[src/rtl/psd_dpram_pkg.sv]
// Shared constants and reader state encoding for the DPRAM port-2 stream reader.
// The skid FIFO depth follows from the RAM read latency.
package psd_dpram_pkg;

    localparam int ADDR_W     = 7;
    localparam int DATA_W     = 18;
    localparam int LEN_W      = 8;
    localparam int RD_LAT     = 1;
    localparam int FIFO_DEPTH = 1 + RD_LAT;

    typedef enum logic [1:0] {
        ST_IDLE  = 2'd0,
        ST_READ  = 2'd1,
        ST_DRAIN = 2'd2
    } rd_state_t;

endpackage

[src/rtl/rd_skid_fifo.sv]
// Two-entry synchronous FIFO between the registered RAM read and the output stream.
// The head entry drives the stream directly, so it stays stable until it is popped.
module rd_skid_fifo #(
    parameter int W = 19
) (
    input  logic         i_clk,
    input  logic         i_rst_n,
    input  logic         i_push,
    input  logic [W-1:0] i_din,
    input  logic         i_pop,
    output logic [W-1:0] o_dout,
    output logic         o_valid,
    output logic [1:0]   o_count
);

    logic [W-1:0] r_mem [2];
    logic         r_wr_ptr;
    logic         r_rd_ptr;
    logic [1:0]   r_count;
    logic         w_pop;
    logic         w_push;

    assign w_pop  = i_pop & (r_count != 2'd0);
    assign w_push = i_push & ((r_count != 2'd2) | w_pop);

    always_ff @(posedge i_clk or negedge i_rst_n) begin
        if (!i_rst_n) begin
            r_mem[0] <= '0;
            r_mem[1] <= '0;
            r_wr_ptr <= 1'b0;
            r_rd_ptr <= 1'b0;
            r_count  <= 2'd0;
        end else begin
            if (w_push) begin
                r_mem[r_wr_ptr] <= i_din;
                r_wr_ptr        <= ~r_wr_ptr;
            end
            if (w_pop) begin
                r_rd_ptr <= ~r_rd_ptr;
            end
            case ({w_push, w_pop})
                2'b10:   r_count <= r_count + 2'd1;
                2'b01:   r_count <= r_count - 2'd1;
                default: r_count <= r_count;
            endcase
        end
    end

    assign o_dout  = r_mem[r_rd_ptr];
    assign o_valid = (r_count != 2'd0);
    assign o_count = r_count;

endmodule

[src/rtl/dpram_stream_reader.sv]
// Reads a circular block from DPRAM port 2 and streams it out with valid/ready backpressure.
//   state    | meaning
//   ST_IDLE  | waiting for start; length=0 just pulses done
//   ST_READ  | issuing one address per cycle while FIFO credit allows
//   ST_DRAIN | all reads issued; waiting for the last word to be accepted
module dpram_stream_reader #(
    parameter int ADDR_W = psd_dpram_pkg::ADDR_W,
    parameter int DATA_W = psd_dpram_pkg::DATA_W,
    parameter int LEN_W  = psd_dpram_pkg::LEN_W
) (
    input  logic              clock,
    input  logic              resetn,
    input  logic              start,
    input  logic [ADDR_W-1:0] base_addr,
    input  logic [LEN_W-1:0]  length,
    output logic              busy,
    output logic              done,
    output logic [ADDR_W-1:0] addr2,
    input  logic [DATA_W-1:0] dataout2,
    output logic [DATA_W-1:0] m_data,
    output logic              m_valid,
    input  logic              m_ready,
    output logic              m_last
);

    import psd_dpram_pkg::*;

    rd_state_t         r_state;
    rd_state_t         w_next_state;
    logic [ADDR_W-1:0] r_addr2;
    logic [LEN_W-1:0]  r_issue_cnt;
    logic [LEN_W-1:0]  r_len;
    logic [LEN_W-1:0]  r_wr_idx;
    logic              r_inflight;
    logic              r_done;

    logic              w_fifo_valid;
    logic [1:0]        w_fifo_count;
    logic [DATA_W:0]   w_fifo_din;
    logic [DATA_W:0]   w_fifo_dout;
    logic              w_pop;
    logic [2:0]        w_credit;
    logic              w_issue;
    logic              w_drain_done;
    logic              w_start_ok;
    logic              w_start_zero;

    assign w_pop        = w_fifo_valid & m_ready;
    assign w_credit     = {1'b0, w_fifo_count} + {2'b00, r_inflight};
    // A pop this cycle frees a slot in time for the word issued now.
    assign w_issue      = (r_state == ST_READ) &&
                          ((w_credit < 3'(FIFO_DEPTH)) || ((w_credit == 3'(FIFO_DEPTH)) && w_pop));
    assign w_drain_done = !r_inflight &&
                          ((w_fifo_count == 2'd0) || ((w_fifo_count == 2'd1) && w_pop));
    assign w_start_ok   = (r_state == ST_IDLE) && start && (length != '0);
    assign w_start_zero = (r_state == ST_IDLE) && start && (length == '0);
    assign w_fifo_din   = {(r_wr_idx == r_len - 1'b1), dataout2};

    always_comb begin
        w_next_state = r_state;
        case (r_state)
            ST_IDLE:  if (w_start_ok) w_next_state = ST_READ;
            ST_READ:  if (w_issue && (r_issue_cnt == {{(LEN_W-1){1'b0}}, 1'b1})) w_next_state = ST_DRAIN;
            ST_DRAIN: if (w_drain_done) w_next_state = ST_IDLE;
            default:  w_next_state = ST_IDLE;
        endcase
    end

    always_ff @(posedge clock or negedge resetn) begin
        if (!resetn) begin
            r_state     <= ST_IDLE;
            r_addr2     <= '0;
            r_issue_cnt <= '0;
            r_len       <= '0;
            r_wr_idx    <= '0;
            r_inflight  <= 1'b0;
            r_done      <= 1'b0;
        end else begin
            r_state    <= w_next_state;
            r_inflight <= w_issue;
            r_done     <= w_start_zero || ((r_state == ST_DRAIN) && w_drain_done);
            if (w_start_ok) begin
                r_addr2     <= base_addr;
                r_issue_cnt <= length;
                r_len       <= length;
                r_wr_idx    <= '0;
            end else if (w_issue) begin
                r_addr2     <= r_addr2 + 1'b1;
                r_issue_cnt <= r_issue_cnt - 1'b1;
            end
            if (r_inflight) begin
                r_wr_idx <= r_wr_idx + 1'b1;
            end
        end
    end

    rd_skid_fifo #(
        .W(DATA_W + 1)
    ) u_fifo (
        .i_clk   (clock),
        .i_rst_n (resetn),
        .i_push  (r_inflight),
        .i_din   (w_fifo_din),
        .i_pop   (w_pop),
        .o_dout  (w_fifo_dout),
        .o_valid (w_fifo_valid),
        .o_count (w_fifo_count)
    );

    assign busy    = (r_state != ST_IDLE);
    assign done    = r_done;
    assign addr2   = r_addr2;
    assign m_data  = w_fifo_dout[DATA_W-1:0];
    assign m_valid = w_fifo_valid;
    assign m_last  = w_fifo_valid & w_fifo_dout[DATA_W];

endmodule

[config.mk]
export PLATFORM = sky130hd
export DESIGN_NAME = dpram_stream_reader
export DESIGN_NICKNAME = d
export VERILOG_FILES = /design/src/rtl/psd_dpram_pkg.sv /design/src/rtl/rd_skid_fifo.sv /design/src/rtl/dpram_stream_reader.sv
export SDC_FILE = /design/constraint.sdc
export NUM_CORES = 1
export LEC_CHECK = 0
export CAP_MARGIN = 25
export CORE_ASPECT_RATIO = 0.6
export CORE_UTILIZATION = 57
export DETAILED_ROUTE_END_ITERATION = 8
export HOLD_SLACK_MARGIN = 0.1
export PLACE_DENSITY_LB_ADDON = 0.05
export REMOVE_ABC_BUFFERS = 1
export SKIP_CTS_REPAIR_TIMING = 1
export SYNTH_ARGS = -nofsm -noshare
export SYNTH_HDL_FRONTEND = slang
export SYNTH_SLANG_ARGS = --single-unit
[constraint.sdc]
create_clock -name clock -period 3.13 [get_ports clock]
set_clock_uncertainty 0.05 [all_clocks]
set_input_delay 0.626 -clock clock [delete_from_list [all_inputs] [get_ports clock]]
set_output_delay 0.626 -clock clock [all_outputs]
set_load 0.01 [all_outputs]
==> results of run 1 <==
-- path summary, 6_finish.rpt --
kind | endpoint | cells past startpoint | slack, ns
min in group asynchronous | r_wr_idx[7]$_DFFE_PN0P_ | 2 | 0.63
max in group asynchronous | addr2[1]$_DFFE_PN0P_ | 3 | 1.84
worst max register to register | addr2[2]$_DFFE_PN0P_ | 8 | 0.58
worst min-delay path | u_fifo.r_mem[18]$_DFFE_PN0P_ | 2 | 0.44
worst min register to register | u_fifo.r_mem[18]$_DFFE_PN0P_ | 2 | 0.44
worst max-delay path | addr2[2]$_DFFE_PN0P_ | 8 | 0.58
-- per-stage QoR --
step	util [%]	power (µW)	cells
6_report	76.2	5170	505
5_1_grt	76.2	5580	505
4_1_cts	75.6	5200	503
3_5_place_dp	72.9	4510	487
3_3_place_gp	72.9	4410	487
2_1_floorplan	-	3480	332
-- registers in the layout, summed over array words and instances (netlist names), 2 cells and up --
signal          count
r_wr_idx            8
r_issue_cnt         8
r_state             2
u_fifo.r_mem       38
r_len               8
u_fifo.o_count      2
addr2               7
-- Yosys cell counts (2+ instances only) --
| library cell | n | share of area, % |
|---|---|---|
| dfrtp_1 | 77 | 50 |
| mux2_2 | 54 | 16 |
| nand2_1 | 33 | 3.2 |
| o21ai_0 | 22 | 2.9 |
| nor2_1 | 21 | 2.1 |
| inv_1 | 15 | 1.5 |
| ha_1 | 12 | 3.9 |
| xnor2_1 | 11 | 2.5 |
| nor3_1 | 9 | 1.2 |
| clkbuf_1 | 8 | 0.78 |
| nand3_1 | 7 | 0.91 |
| buf_2 | 5 | 0.65 |
| nand2b_1 | 5 | 0.81 |
| o211ai_1 | 5 | 0.98 |
| or4_1 | 5 | 0.98 |
| xor2_1 | 5 | 1.1 |
| a21oi_1 | 4 | 0.52 |
| nor4_1 | 3 | 0.49 |
| o221ai_1 | 3 | 0.68 |
| a211oi_1 | 2 | 0.39 |
| a31oi_1 | 2 | 0.33 |
| and3_1 | 2 | 0.33 |
| mux2i_1 | 2 | 0.52 |
| nand4_1 | 2 | 0.33 |
| nor2_2 | 2 | 0.33 |
| o311ai_0 | 2 | 0.46 |
| o31ai_1 | 2 | 0.39 |
-- logic make-up after synthesis --
kind of cell             Yosys count  synth area share, %
XOR/XNOR                          16                 3.65
AND/OR/NAND/NOR                   99                 12.7
flip-flops                        77                 50.1
adder cells (fa/ha/maj)           12                 3.91
buffers and inverters             29                 2.99
AO/OA/AOI/OAI                     57                 10.3
multiplexers                      56                 16.3
-- area by class of cell --
type | instances | area, µm²
sequential | 77 | 1930
tap | 84 | 105
fill | 439 | 1500
clock inverter | 1 | 5.00
multi-input combinational | 240 | 1800
inverter | 15 | 56.3
timing repair buffer | 73 | 743
clock buffer | 15 | 166
-- layer usage --
| layer | up-vias | GRT usage, % | wire, µm |
|---|---|---|---|
| met3 | 12 | 7.94 | 559 |
| met4 | 0 | 7.53 | 80 |
| met2 | 87 | 39.6 | 3750 |
| li1 | 1378 | - | - |
| met5 | - | 0 | 0 |
| met1 | 1418 | 37.1 | 3910 |
-- worst max-delay path: stages (launching register included) --
cell and delay (ns):
dfrtp_1 0.64, ha_1 0.26, inv_1 0.05, ha_1 0.28, a31oi_2 0.35, nand2b_1 0.24
inv_1 0.15, a211oi_1 0.33, nor3_1 0.08
-- where the power goes --
part           switching [µW]  internal [µW]
clock network             329            332
logic                    1200           1460
registers                 389           1470
==> metrics.md, run 1 <==
| Metric | Value |
|---|---|
| Status | finished, final reports clean |
| Leakage | about 0.0021 µW |
| Clock insertion delay at the later pin of the skew report | between 0.3 and 0.4 ns |
| Hold Fails Final Rpt | 0 |
| Most frequent cells in the layout | dfrtp_1 (77), clkdlybuf4s50_1 (64), mux2_2 (54), nand2_1 (33), o21ai_0 (22) |
| Period utilization | about four fifths |
| Antenna cells | 0 |
| Vias in the first global route | about 2.8k |
| Drt first pass iters | 4 |
| Drt initial violations | approximately 180 |
| Post-synthesis sequential area ratio | between 50% and 60% |
| Final HPWL DP | 5960 µm |
| Reg2Reg Launch Point | r_inflight$_DFF_PN0_ |
| Via density | 5.73 |
| CP required | 3.30 ns |
| Placeable Area | 0.00630 mm² |
| I/O pin cnt | 66 |
| Port buffer count | 65 |
| Row count | 22 |
| WL per Instance | around 16 µm |
| Ys flop type | dfrtp_1 |
| HP Start | u_fifo.r_mem[18]$_DFFE_PN0P_ |
| Clk pin slew, worst setup/hold paths | 0.07 ns |
| Largest net degree at the start of global routing | 78 |
| Power per Cell Area | between 1000 and 1500 mW/mm² |
| RD Place Congestion | between 0.8 and 0.9 |
| Commonest non-fill, non-tap cell in the layout | dfrtp_1 |
| Fin crit period | around 2.5 ns |
| CP Capture Type | register |
| Post-Syn Instances | roughly 350 |
| Worst Path Max Fanout | 15 |
| Die Wd | between 100 and 150 µm |
| Fmax | a little under 0.4 GHz |
| Root Buffer | clkbuf_8 |
| Final cell area excluding filler cells | 0.00480 mm² |
| Tightest Pin Transition | between 0.5 and 0.6 ns |
| First-pass GRT wire length | roughly 14000 µm |
| Total CTS buffers | 9 |
| Share of cells above drive strength 1 | 19.7% |
| Post-Syn Area | 0.00384 mm² |
| Arrival @ worst endpoint | 2.72 ns |
| Dpl cell area | around 0.0046 mm² |
| Min-delay worst type | register to register |
| Final-stage net count | 465 |
| Remaining antenna violation count | 0 |
| Synthesis-stage register bit count | between 70 and 80 |
| Area delta synth->final | 25.0% |
| Total congestion overflow | 0 |
| Clock sink total | 77 |
| Worst slack at placement | roughly 0.31 ns |
| CTS tree | yes |
| Ys Warns | 0 |
| Mean post-synth cell area | roughly 11 µm² |
| Relative max-transition margin | 62.9% |
| Final Slew Violations | 0 |
| RSZ-0062 raised after global routing | no |
| Distinct cell type count after synthesis | 53 |
| MaxCap Viol Count | 0 |
| Final Setup Violations | 0 |
| Kind of critical path | register to register |
| DR vias | about 2.9k |
| Post-Route WL | roughly 8300 µm |
| Maximum VDD drop | around 0.65 mV |
| Fin Setup TNS | 0 ns |
| Worst-case clock buffer depth | 2 |
| Number of synthesized flops with an enable pin | 0 |
| Hold slack final | roughly 0.44 ns |
| GRT Util Overall | about a quarter |
| Die Y | between 60 and 70 µm |
| Ys async rst share | between 90% and 100% |
| CP Launch Type | register |
| Critical path startpoint | r_inflight$_DFF_PN0_ |
| Initial Utilization | between 60% and 70% |
| Die area | slightly above 0.007 mm² |
| Remaining DRCs | 0 |
| Initial antenna violation count | 0 |
| H-tree Lvls | 3 |
| Fin worst setup slack | roughly 0.58 ns |
Power figures use the tool's default switching activity.
==> run 2: changes to the inputs <==
--- a/config.mk
+++ b/config.mk
@@ -7,7 +7,7 @@
 export LEC_CHECK = 0
 export CAP_MARGIN = 25
 export CORE_ASPECT_RATIO = 0.6
-export CORE_UTILIZATION = 57
+export CORE_UTILIZATION = 53
 export DETAILED_ROUTE_END_ITERATION = 8
 export HOLD_SLACK_MARGIN = 0.1
 export PLACE_DENSITY_LB_ADDON = 0.05
==> constraint.sdc (replaced) <==
create_clock -name clock -period 2.6 [get_ports clock]
set_clock_uncertainty 0.05 [all_clocks]
set_input_delay 0.52 -clock clock [delete_from_list [all_inputs] [get_ports clock]]
set_output_delay 0.52 -clock clock [all_outputs]
set_load 0.01 [all_outputs]
==> metrics.md, run 2 (synthesis gave the netlist of run 1 again) <==
| Metric | Value |
|---|---|
| Maximum VDD drop | 0.648 mV |
| Critical path startpoint | u_fifo.r_rd_ptr$_DFFE_PN0P_ |
| Largest register FFs | 38 |
| Worst Path Max Fanout | 13 |
| Status | finished, violations left |
| Dpl cell area | ~0.0047 mm² |
| Final Power | 6740 µW |
| Row count | 23 |
| Post-Route WL | between 8000 and 9000 µm |
| Vias in the first global route | around 2.8k |
| Most frequent cells in the layout | dfrtp_1 (77), clkdlybuf4s50_1 (64), mux2_2 (54), nand2_1 (33), o21ai_0 (22) |
| Port buffer count | 65 |
| Fin Setup TNS | 0 ns |
| Filler cell count | 520 |
| Largest net degree at the start of global routing | 38 |
| Initial Utilization | roughly 56% |
| MaxCap Viol Count | 0 |
| CP Capture Type | primary output |
| Power per Cell Area | approximately 1300 mW/mm² |
| Tightest Pin Transition | between 0.4 and 0.5 ns |
| CP Launch Type | register |
| Reg2Reg Launch Point | u_fifo.o_count[0]$_DFFE_PN0P_ |
| Share of cells above drive strength 1 | between 20 and 25% |
| CTS tree | yes |
| RSZ-0062 raised after global routing | no |
| Remaining DRCs | 4 |
| Kind of critical path | register to primary output |
| WL per Instance | 16.6 µm |
| Leakage | approximately 0.0022 µW |
| Die Y | between 60 and 70 µm |
| First-pass GRT wire length | ~14000 µm |
| Clock insertion delay at the later pin of the skew report | ~0.33 ns |
| Final HPWL DP | approximately 6300 µm |
| Period utilization | about nine tenths |
| Root Buffer | clkbuf_16 |
| Remaining antenna violation count | 0 |
| RD Place Congestion | 0.861 |
| Hold Fails Final Rpt | 0 |
| H-tree Lvls | 3 |
| Final cell area excluding filler cells | about 0.005 mm² |
| Final Slew Violations | 0 |
| Placeable Area | slightly below 0.007 mm² |
| Fin worst setup slack | ~0.27 ns |
| Antenna cells | 0 |
| GRT Util Overall | between 20% and 30% |
| Drt initial violations | 230 |
| Arrival @ worst endpoint | between 1.5 and 2 ns |
| Min-delay worst type | input pin to async pin |
| Clock sink total | 77 |
| DR vias | between 2k and 3k |
| Initial antenna violation count | 0 |
| Total CTS buffers | 9 |
| Final-stage net count | ~480 |
| CP required | 2.03 ns |
| Fmax | roughly 0.43 GHz |
| Util after Layout | 73.0% |
| Relative max-transition margin | between 60% and 70% |
| Worst-case clock buffer depth | 2 |
| Largest Register | u_fifo.r_mem |
| Area delta synth->final | 30.0% |
| Clk pin slew, worst setup/hold paths | approximately 0.060 ns |
| Failing checks | design-rule violations |
| Final Setup Violations | 0 |
| Fin crit period | approximately 2.3 ns |
| Die Wd | 112 µm |
| Drt first pass iters | 7 |
| Commonest non-fill, non-tap cell in the layout | dfrtp_1 |
| Total congestion overflow | 0 |
| Via density | roughly 5.7 |
| Die area | between 0.007 and 0.008 mm² |
| Worst slack at placement | 0.112 ns |
| I/O pin cnt | 66 |
run 2: cell count changes in the layout (fill, tap and decap cells not counted), sizes merged:
cell / before / now
buf: 8 / 23
clkbuf: 15 / 12
clkinv: 1 / 2
dlygate4sd3: 1 / 0
run 2: worst paths after layout:
path	end	cells after the start	slack, ns
worst max-delay path	m_data[3]	3	0.27
worst min-delay path	r_len[7]$_DFFE_PN0P_	1	0.1
worst max register to register	addr2[6]$_DFFE_PN0P_	8	0.38
worst min register to register	u_fifo.r_mem[18]$_DFFE_PN0P_	2	0.45
max in group asynchronous	u_fifo.r_mem[20]$_DFFE_PN0P_	2	1.82
min in group clock	u_fifo.r_mem[18]$_DFFE_PN0P_	2	0.45
run 2: final cells by class:
| type | instances | area, µm² | share of cell area, % |
|---|---|---|---|
| Tap cell | 87 | 109 | 2.18 |
| Sequential cell | 77 | 1930 | 38.5 |
| Multi-Input combinational cell | 240 | 1800 | 36.0 |
| Clock inverter | 2 | 10.0 | 0.200 |
| Inverter | 15 | 56.3 | 1.13 |
| Clock buffer | 12 | 256 | 5.13 |
| Timing Repair Buffer | 87 | 838 | 16.8 |
run 2: report_power, final:
part | internal [µW] | total (µW) | switching (µW)
combinational | 1880 | 3400 | 1520
sequential | 1770 | 2210 | 441
clock | 684 | 1130 | 446
total | 4340 | 6740 | 2400
run 2: layer usage:
layer / global-route usage (%) / routed length, µm
met5: 0 / 0
met4: 7.33 / 95
met3: 6.91 / 590
met2: 36.2 / 3710
met1: 34.7 / 4230
run 2: worst max-delay path: stages (launching register included):
cell and delay, ns:
dfrtp_1 0.35, buf_4 0.22, mux2_2 0.37, clkdlybuf4s50_1 0.48
run 2: stage by stage:
stage,hold slack [ns],instances
final,0.0975,520
after global routing,0.138,520
after CTS,0.111,520
after detailed placement,0.436,506
after floorplan,0.174,332
after global placement,0.431,506
